`config.mk`:
```
export PLATFORM = sky130hd
export DESIGN_NAME = record_serializer
export DESIGN_NICKNAME = d
export VERILOG_FILES = /design/src/rtl/record_serializer_pkg.sv /design/src/rtl/bin2bcd_seq.sv /design/src/rtl/record_serializer.sv
export SDC_FILE = /design/constraint.sdc
export NUM_CORES = 1
export LEC_CHECK = 0
export BUFFER_PORTS_ARGS = -buffer_cell sky130_fd_sc_hd__buf_2
export CORE_MARGIN = 8
export CORE_UTILIZATION = 54
export CTS_CLUSTER_DIAMETER = 100
export CTS_CLUSTER_SIZE = 28
export DETAILED_ROUTE_END_ITERATION = 6
export GPL_TIMING_DRIVEN = 0
export PLACE_DENSITY = 0.81
export SLEW_MARGIN = 30
export SYNTH_ARGS = -nofsm -noshare
export SYNTH_HDL_FRONTEND = slang
export SYNTH_HIERARCHICAL = 1
export SYNTH_SLANG_ARGS = --single-unit
```
`constraint.sdc`:
```
create_clock -name clk -period 5.25 [get_ports clk]
set_clock_uncertainty 0.2 [all_clocks]
set_input_delay 1.05 -clock clk [delete_from_list [all_inputs] [get_ports clk]]
set_output_delay 1.05 -clock clk [all_outputs]
set_load 0.01 [all_outputs]
```
`src/rtl/record_serializer_pkg.sv`:
```
// record_serializer_pkg: FSM states, ASCII constants, record struct and hex helpers; SERIALIZER_UPPER_HEX_EN selects uppercase hex
package record_serializer_pkg;
  localparam logic [1:0] ST_IDLE = 2'd0;
  localparam logic [1:0] ST_CONV = 2'd1;
  localparam logic [1:0] ST_EMIT = 2'd2;
  localparam int TIME_MAX_DEF = 9999;
  localparam logic [7:0] C_CARET  = 8'h5e;
  localparam logic [7:0] C_AT     = 8'h40;
  localparam logic [7:0] C_COLON  = 8'h3a;
  localparam logic [7:0] C_DOLLAR = 8'h24;
  localparam logic [7:0] C_STAR   = 8'h2a;
  localparam logic [7:0] C_LT     = 8'h3c;
  localparam logic [7:0] C_EQ     = 8'h3d;
  localparam logic [7:0] C_HASH   = 8'h23;
  localparam logic [7:0] C_SPACE  = 8'h20;
  typedef struct packed {
    logic        kind;
    logic [4:0]  rg;
    logic [31:0] pc;
    logic [31:0] addr;
    logic [31:0] data;
  } rec_t;
  function automatic logic [7:0] nibble_to_ascii(input logic [3:0] n);
`ifdef SERIALIZER_UPPER_HEX_EN
    return n < 4'd10 ? 8'h30 + {4'h0, n} : 8'h37 + {4'h0, n};
`else
    return n < 4'd10 ? 8'h30 + {4'h0, n} : 8'h57 + {4'h0, n};
`endif
  endfunction
  function automatic logic [3:0] hex_nib(input logic [31:0] w, input logic [2:0] n);
    logic [31:0] s;
    s = w >> {n, 2'b00};
    return s[3:0];
  endfunction
endpackage

```
`src/rtl/bin2bcd_seq.sv`:
```
// bin2bcd_seq: sequential double-dabble converter; start loads bin, done is high in the cycle whose edge completes bcd (4 digits)
module bin2bcd_seq #(
  parameter int W = 14
) (
  input  logic         clk,
  input  logic         reset,
  input  logic         start,
  input  logic [W-1:0] bin,
  output logic         done,
  output logic [15:0]  bcd
);
  localparam int CW = $clog2(W + 1);
  logic [W-1:0]  sr;
  logic [CW-1:0] cnt;
  logic [15:0]   adj;
  always_comb begin
    adj = bcd;
    for (int i = 0; i < 4; i++) adj[4*i +: 4] = bcd[4*i +: 4] > 4'd4 ? bcd[4*i +: 4] + 4'd3 : bcd[4*i +: 4];
  end
  assign done = cnt == CW'(1);
  always_ff @(posedge clk or posedge reset) begin
    if (reset) begin
      sr  <= '0;
      bcd <= '0;
      cnt <= '0;
    end else if (start) begin
      sr  <= bin;
      bcd <= '0;
      cnt <= CW'(W);
    end else if (cnt != '0) begin
      {bcd, sr} <= {adj, sr} << 1;
      cnt       <= cnt - CW'(1);
    end
  end
endmodule

```
`src/rtl/record_serializer.sv`:
```
// record_serializer: serializes one write-back record per handshake into ASCII on char (ports: clk, reset, rec_* in, rec_ready/char/char_valid/busy out; SERIALIZER_UPPER_HEX_EN = uppercase hex)
module record_serializer
  import record_serializer_pkg::*;
#(
  parameter int TIME_W   = 14,
  parameter int TIME_MAX = TIME_MAX_DEF
) (
  input  logic              clk,
  input  logic              reset,
  input  logic              rec_valid,
  output logic              rec_ready,
  input  logic              rec_kind,
  input  logic [TIME_W-1:0] rec_time,
  input  logic [31:0]       rec_pc,
  input  logic [4:0]        rec_reg,
  input  logic [31:0]       rec_addr,
  input  logic [31:0]       rec_data,
  output logic [7:0]        char,
  output logic              char_valid,
  output logic              busy
);
  logic [1:0]        state;
  logic [5:0]        idx;
  rec_t              r;
  logic              accept;
  logic              conv_done;
  logic [15:0]       bcd;
  logic [TIME_W-1:0] t_clamp;
  logic [2:0]        td;
  logic [3:0]        fl;
  logic [3:0]        tens;
  logic [3:0]        ones;
  logic [5:0]        t6;
  logic [5:0]        f0;
  logic [5:0]        e0;
  logic [5:0]        len;
  logic [7:0]        ch;
  assign rec_ready = state == ST_IDLE;
  assign busy      = !rec_ready;
  assign accept    = rec_valid && rec_ready;
  assign t_clamp   = rec_time > TIME_W'(TIME_MAX) ? TIME_W'(TIME_MAX) : rec_time;
  bin2bcd_seq #(.W(TIME_W)) u_bcd (
    .clk   (clk),
    .reset (reset),
    .start (accept),
    .bin   (t_clamp),
    .done  (conv_done),
    .bcd   (bcd)
  );
  // f0: first field character, e0: space after the field, len: index one past '#'
  always_comb begin
    td   = bcd[15:12] != 4'd0 ? 3'd4 : bcd[11:8] != 4'd0 ? 3'd3 : bcd[7:4] != 4'd0 ? 3'd2 : 3'd1;
    tens = r.rg >= 5'd30 ? 4'd3 : r.rg >= 5'd20 ? 4'd2 : r.rg >= 5'd10 ? 4'd1 : 4'd0;
    ones = 4'(r.rg - 5'(tens) * 5'd10);
    fl   = r.kind ? 4'd8 : tens != 4'd0 ? 4'd2 : 4'd1;
    t6   = 6'(td);
    f0   = t6 + 6'd13;
    e0   = f0 + 6'(fl);
    len  = e0 + 6'd13;
    ch   = idx == 6'd0 ? C_CARET :
           idx <= t6 ? nibble_to_ascii(hex_nib({16'h0, bcd}, 3'(t6 - idx))) :
           idx == t6 + 6'd1 ? C_AT :
           idx <= t6 + 6'd9 ? nibble_to_ascii(hex_nib(r.pc, 3'(t6 + 6'd9 - idx))) :
           idx == t6 + 6'd10 ? C_COLON :
           idx == t6 + 6'd11 ? C_SPACE :
           idx == t6 + 6'd12 ? (r.kind ? C_STAR : C_DOLLAR) :
           idx < e0 ? (r.kind ? nibble_to_ascii(hex_nib(r.addr, 3'(f0 + 6'd7 - idx)))
                              : nibble_to_ascii(idx == f0 && tens != 4'd0 ? tens : ones)) :
           idx == e0 || idx == e0 + 6'd3 ? C_SPACE :
           idx == e0 + 6'd1 ? C_LT :
           idx == e0 + 6'd2 ? C_EQ :
           idx < e0 + 6'd12 ? nibble_to_ascii(hex_nib(r.data, 3'(e0 + 6'd11 - idx))) :
           C_HASH;
  end
  always_ff @(posedge clk or posedge reset) begin
    if (reset) begin
      state      <= ST_IDLE;
      idx        <= '0;
      r          <= '0;
      char       <= '0;
      char_valid <= 1'b0;
    end else if (state == ST_IDLE) begin
      char       <= '0;
      char_valid <= 1'b0;
      if (rec_valid) begin
        r     <= '{kind: rec_kind, rg: rec_reg, pc: rec_pc, addr: rec_addr, data: rec_data};
        state <= ST_CONV;
      end
    end else if (state == ST_CONV) begin
      idx <= '0;
      if (conv_done) state <= ST_EMIT;
    end else if (state == ST_EMIT) begin
      char       <= idx == len ? 8'h00 : ch;
      char_valid <= idx != len;
      idx        <= idx + 6'd1;
      if (idx == len) state <= ST_IDLE;
    end else begin
      state <= ST_IDLE;
    end
  end
endmodule
```
==> results.json, run 1 <==
{
  "outcome": "finished, final reports clean",
  "root_buffer": "clkbuf_16",
  "cts.clk_slew.worst_paths_ns": 0.07,
  "placed_area_sq_um": 11200,
  "first_iter_violations": 651,
  "wl_microns": 26800,
  "grt_use_total": 0.231,
  "netlist_area_sq_um": 10200,
  "diodes": 0,
  "synth_cell_type_count": 98,
  "initial_utilization": 0.547,
  "die_y_microns": 153,
  "hold_buffers": 0,
  "postRouteAntennaNets": 0,
  "gp_congestion": 0.930,
  "synth-async-reset-ratio": 1.00,
  "drv_cap": 0,
  "yosysMostFrequentCell": "dfrtp_1",
  "synthCells": 972,
  "r2r-start": "u_bcd/bcd[14]",
  "cts_tree": "done",
  "cts_inserted_buffers": 17,
  "vias": 8389,
  "io_pins": 130,
  "hold_viol": 0,
  "fmax_mhz": 196,
  "cp_max_fo": 6,
  "period_minus_slack_ns": 5.10,
  "post_drt_wl_per_cell_microns": 19.2,
  "hp-class": "register to register",
  "via_per_inst": 6.02,
  "tns_ns": 0,
  "crit_path_cell_trace": "or4_4, inv_8, o21ai_4, buf_4, ha_1, fa_2, ha_1, ha_4, xor2_2, xnor2_2, buf_6, mux4_2, mux2i_4, ha_1, nor2b_1, o21ai_1, a21oi_2, o221ai_1, a211o_1",
  "relSlewSlack": 0.476,
  "ys.flop_type": "dfrtp_1",
  "grt_max_degree": 71,
  "critPathKind": "register to register",
  "ys_seq_area_frac": 0.374,
  "drive_gt1_frac": 0.335,
  "tightest_slew_ns": 0.786,
  "worst-r2r-cell-count": 19,
  "finalSetupViolCount": 0,
  "r2r_slack_ns": 0.15,
  "synth_largest_area_cell": "dfrtp_1",
  "endpoint_kind": "register",
  "critical_path_buf_inv_count": 3,
  "drt_first_pass_iters": 7,
  "fin_area_sq_um": 12100,
  "portBuffers": 128,
  "cts_max_level": 4,
  "grt_pass1_vias": 8667,
  "syn_to_final_growth_pct": 19.0,
  "fillers": 1372,
  "r2r_end": "char[2]",
  "rows": 50,
  "antenna_found_initial": 0,
  "dpl.hpwl_microns": 19800,
  "start_kind": "register",
  "design.core.area_sq_um": 18600,
  "maxSlewViolCount": 0,
  "cpMostUsedCell": "ha_1",
  "ys_seq_elements": 152,
  "clk-insertion-delay-late_ns": 0.44,
  "yosysWarnings": 6,
  "finalNonFillerCells": 1393,
  "slowest_delay_ns": 0.59,
  "ys_top_cells_by_area": "dfrtp_1, mux2_2, ha_1, mux4_2, mux2i_1",
  "required_ns": 5.37,
  "nNetsFinal": 1325,
  "finalCritPeriodShare": 0.971,
  "critPathSlowestCell": "fa_2",
  "die_x_microns": 153,
  "avgSynthCellArea_sq_um": 10.5,
  "grt_overflow": 0,
  "ys_top_cells_by_count": "dfrtp_1, mux2_2, nand2_1",
  "rsz0062_at_grt": "true",
  "die_area_sq_um": 23500,
  "yosysTopAreaCellShare": 0.374,
  "cp.arrival_ns": 5.22,
  "critPathLaunch": "u_bcd/bcd[14]",
  "worstHoldPathCells": 2,
  "cp_top_family": "adder cells",
  "drt_drc_violations_left": 0,
  "placedCellCount": 1336,
  "clock_sinks": 152,
  "synth_edf_count": 0,
  "holdPathEnd": "char_valid",
  "cts.path.max_buffers": 2,
  "grt_pass1_wl_microns": 43600,
  "worstHoldStart": "char_valid"
}
[routing by layer]
layer	wire length, microns	track usage	up-vias
met5	0	0	-
met4	880	0.0980	0
met3	1390	0.0474	65
met2	13400	0.393	278
met1	11100	0.281	4149
li1	-	-	3897
[worst min-delay path: cells and delay by family, from the launching register on]
kind             cells  cell delay, ns
and+or+nand+nor      2            0.10
DFF                  1            0.34
[area by class of cell]
cell class | instances | area (sq um) | area share
inverter | 51 | 206 | 0.0171
timing repair buffer | 156 | 875 | 0.0723
clock inverter | 15 | 144 | 0.0119
clock buffer | 17 | 425 | 0.0352
sequential | 152 | 3810 | 0.315
tap | 234 | 293 | 0.0242
multi-input combinational | 724 | 6100 | 0.505
buffer | 44 | 231 | 0.0191
[how the worst max path moves through the flow]
stage,end,cells after the start
final,char[2],19
after global routing,char[2],19
after CTS,char[2],16
after detailed placement,char[1],16
after global placement,char[1],16
after floorplan,char[2],22
[placed cells by master (no fill, tap or decap), types with 18 or more instances in the layout]
cell and count:
dfrtp_1 145, buf_2 134, mux2_2 103, nand2_1 73, ha_1 52, inv_1 46
o21ai_0 46, a21oi_1 46, nor2_1 45, clkbuf_1 28, buf_4 28, nand3_1 26
mux2i_1 26, nor3_1 22, mux4_2 21, nand2b_1 20, o21ai_1 20, nor2b_1 18
xnor2_1 18
[metrics by stage]
stage | hold WS, ns | setup slack, ns | utilization
after floorplan | 0.272 | 0.0441 | -
after global placement | 0.252 | -0.771 | 0.599
after detailed placement | 0.269 | -0.779 | 0.601
after CTS | 0.285 | 0.00206 | 0.644
after global routing | 0.314 | -0.0139 | 0.651
final | 0.274 | 0.152 | 0.651
[flip-flops by register name, indices dropped and copies added, names as in the netlist]
register / count
char: 7
char_valid: 1
idx: 6
r: 102
state: 2
u_bcd/bcd: 16
u_bcd/cnt: 4
u_bcd/sr: 14
[logic make-up after synthesis]
logic type      share of synthesized area
compound gates                      0.134
xor+xnor                           0.0377
other cells                      0.000369
flops                               0.374
simple gates                        0.138
buf+inv                            0.0422
fa+ha+maj                          0.0776
mux                                 0.196
[repair_timing]
action / in CTS / in global routing
pin swaps: 8 / 10
setup endpoints to repair: 9 / 6
gates resized for setup: 28 / 14
setup buffers: 18 / 9
Power of run 1 is left out: the tool's default activity adds up to more than one toggle a clock period on the data nets, which glitch-free logic cannot reach.
==> run 2: changes to the inputs <==
--- a/config.mk
+++ b/config.mk
@@ -5,6 +5,7 @@
 export SDC_FILE = /design/constraint.sdc
 export NUM_CORES = 1
 export LEC_CHECK = 0
+export ABC_AREA = 1
 export BUFFER_PORTS_ARGS = -buffer_cell sky130_fd_sc_hd__buf_2
 export CORE_MARGIN = 8
 export CORE_UTILIZATION = 54
==> run 2 against run 1 <==
The run now ends with design-rule violations left. Largest cell class unchanged. Wire length up 4.1%. Maximum frequency up 3.6%. Die area up 1.2%. First-iteration DRC count up 24%.
==> results.json, run 2 <==
{
  "finalCritPeriodShare": 0.937,
  "postRouteAntennaNets": 0,
  "reg.largest.list": "r (102), u_bcd/bcd (16), u_bcd/sr (14)",
  "cts.path.max_buffers": 2,
  "hold_buffers": 0,
  "use_met1": 0.305,
  "synthCells": 1458,
  "critPathSlowestCell": "fa_2",
  "yosysWarnings": 6,
  "rows": 50,
  "vias": 10000,
  "drv_cap": 0,
  "yosysMostFrequentCell": "nand2_1",
  "cp.arrival_ns": 5.04,
  "drive_gt1_frac": 0.165,
  "grt_max_degree": 84,
  "clock_sinks": 152,
  "critPathLaunch": "u_bcd/bcd[5]",
  "worstHoldStart": "r[92]",
  "hold_viol": 0,
  "ys_top_cells_by_count": "nand2_1, inv_1, dfrtp_1",
  "hp-class": "register to register",
  "grt_pass1_vias": 9879,
  "maxSlewViolCount": 0,
  "via_per_inst": 5.39,
  "yosysTopAreaCellShare": 0.369,
  "cts_max_level": 4,
  "grt_overflow": 0,
  "finalNonFillerCells": 1857,
  "io_pins": 130,
  "drt_drc_violations_left": 1,
  "die_area_sq_um": 23700,
  "synth_edf_count": 0,
  "violations": "design-rule violations",
  "start_kind": "register",
  "grt_use_total": 0.237,
  "finalSetupViolCount": 0,
  "post_drt_wl_per_cell_microns": 15.0,
  "initial_utilization": 0.551,
  "required_ns": 5.38,
  "gp_congestion": 0.935,
  "r2r-start": "u_bcd/bcd[5]",
  "antenna_found_initial": 0,
  "critical_path_buf_inv_count": 4,
  "drt_first_pass_iters": 7,
  "ys_seq_area_frac": 0.369,
  "diodes": 0,
  "cts_tree": "done",
  "root_buffer": "clkbuf_16",
  "placedCellCount": 1822,
  "nNetsFinal": 1789,
  "period_minus_slack_ns": 4.92,
  "synth-async-reset-ratio": 1.00,
  "syn_to_final_growth_pct": 16.1,
  "tightest_slew_ns": 0.912,
  "met3_usage": 0.0376,
  "avgSynthCellArea_sq_um": 7.06,
  "die_y_microns": 154,
  "top_register": "r",
  "clk-insertion-delay-late_ns": 0.45,
  "mostFrequentLayoutCells": "nand2_1, inv_1, dfrtp_1, buf_2, o21ai_0",
  "design.core.area_sq_um": 18700,
  "die_x_microns": 154,
  "final_common_cell": "nand2_1",
  "critPathKind": "register to register",
  "ys_seq_elements": 152,
  "outcome": "finished with violations",
  "ys_top_cells_by_area": "dfrtp_1, nand2_1, ha_1, inv_1, o21ai_0",
  "slowest_delay_ns": 0.66,
  "endpoint_kind": "register",
  "wl_microns": 27900,
  "cts.clk_slew.worst_paths_ns": 0.06,
  "largest_reg_flops": 102,
  "cp_top_family": "adder cells",
  "grt_pass1_wl_microns": 46500,
  "portBuffers": 128,
  "met2_usage": 0.390,
  "synth_cell_type_count": 57,
  "dpl.hpwl_microns": 20700,
  "cp_max_fo": 10,
  "relSlewSlack": 0.392,
  "fillers": 1660,
  "fmax_mhz": 203,
  "netlist_area_sq_um": 10300,
  "cts_inserted_buffers": 17,
  "first_iter_violations": 806,
  "synth_largest_area_cell": "dfrtp_1",
  "ys.flop_type": "dfrtp_1",
  "grt-busiest-layer": "met2"
}
-- run 2: cell types whose count changed in the layout (fill, tap and decap cells not counted), sizes merged, moves of 23 or more --
cell and delta:
nand2 +484, inv +119, mux2 -104, nand3 +78, o21ai +66, nor2 +40
mux2i -28, mux4 -23
-- run 2: per-stage QoR --
step                      cell area (sq um)  hold slack, ns  utilization  setup slack (ns)  TNS [ns]
final                                 12000           0.277        0.639             0.331         0
after global placement                11200           0.258        0.601            -0.588    -61.18
after floorplan                       10300           0.242            -             0.570         0
after global routing                  12000           0.305        0.639           -0.0123   -0.0123
after detailed placement              11300           0.260        0.603            -0.626     -3.35
after CTS                             11900           0.281        0.636            0.0544         0
-- run 2: worst reg2reg max path: stages (launching register included) --
cell and delay (ns):
dfrtp_1 0.44, nor4_4 0.28, buf_4 0.19, o21ai_4 0.08, buf_4 0.14, ha_1 0.24, fa_2 0.66, ha_1 0.28
ha_1 0.31, clkbuf_4 0.21, o21ai_0 0.10, o21ai_0 0.20, nand2_1 0.10, nand2_1 0.11, inv_1 0.06, ha_1 0.21
nand3_1 0.11, nand3_1 0.08, nand2_1 0.06, nand3_1 0.08, a21oi_1 0.19, o21ai_1 0.11, nand3_1 0.12, nand3_1 0.10
nand2_1 0.09, nand2_1 0.05
-- run 2: repair_timing --
item,CTS,global route
buffers inserted,0,3
pin swaps,0,3
resized for setup,11,12
endpoints found under the setup margin,6,6
cloned,0,0
-- run 2: worst paths after layout --
| path | to | slack, ns | cells after the start |
|---|---|---|---|
| setup / recovery | char[4] | 0.33 | 25 |
| hold / removal | r[92] | 0.28 | 2 |
| setup reg to reg | char[4] | 0.33 | 25 |
| hold reg to reg | r[92] | 0.28 | 2 |
| max in group asynchronous | u_bcd/bcd[10] | 3.75 | 2 |
| min in group asynchronous | r[72] | 0.39 | 2 |
-- run 2: routing by layer --
metal  routed length (microns)  part of all wire
met1                     12200              0.44
met2                     13300              0.48
met3                      1460             0.052
met4                       822             0.030
met5                         0                 0
-- run 2: area by class of cell --
type,count,area (sq um),share of cell area
Buffer,51,269,0.0225
Timing Repair Buffer,132,691,0.0577
Tap cell,234,293,0.0245
Inverter,175,669,0.0560
Clock buffer,20,457,0.0382
Clock inverter,12,116,0.00973
Sequential cell,152,3800,0.318
Multi-Input combinational cell,1081,5660,0.473
-- run 2: cell families (layout without fill, tap and decap cells) --
logic type,Yosys count,count (layout),synth area share
buffers and inverters,226,390,0.0900
adders and majority gates,60,60,0.0765
AOI/OAI and AO/OA,212,212,0.115
muxes,1,1,0.000972
xor gates and xnor gates,26,26,0.0228
and+or+nand+nor,780,780,0.325
other,1,2,0.000364
DFF,152,152,0.369
Power of run 2 is left out for the same reason.
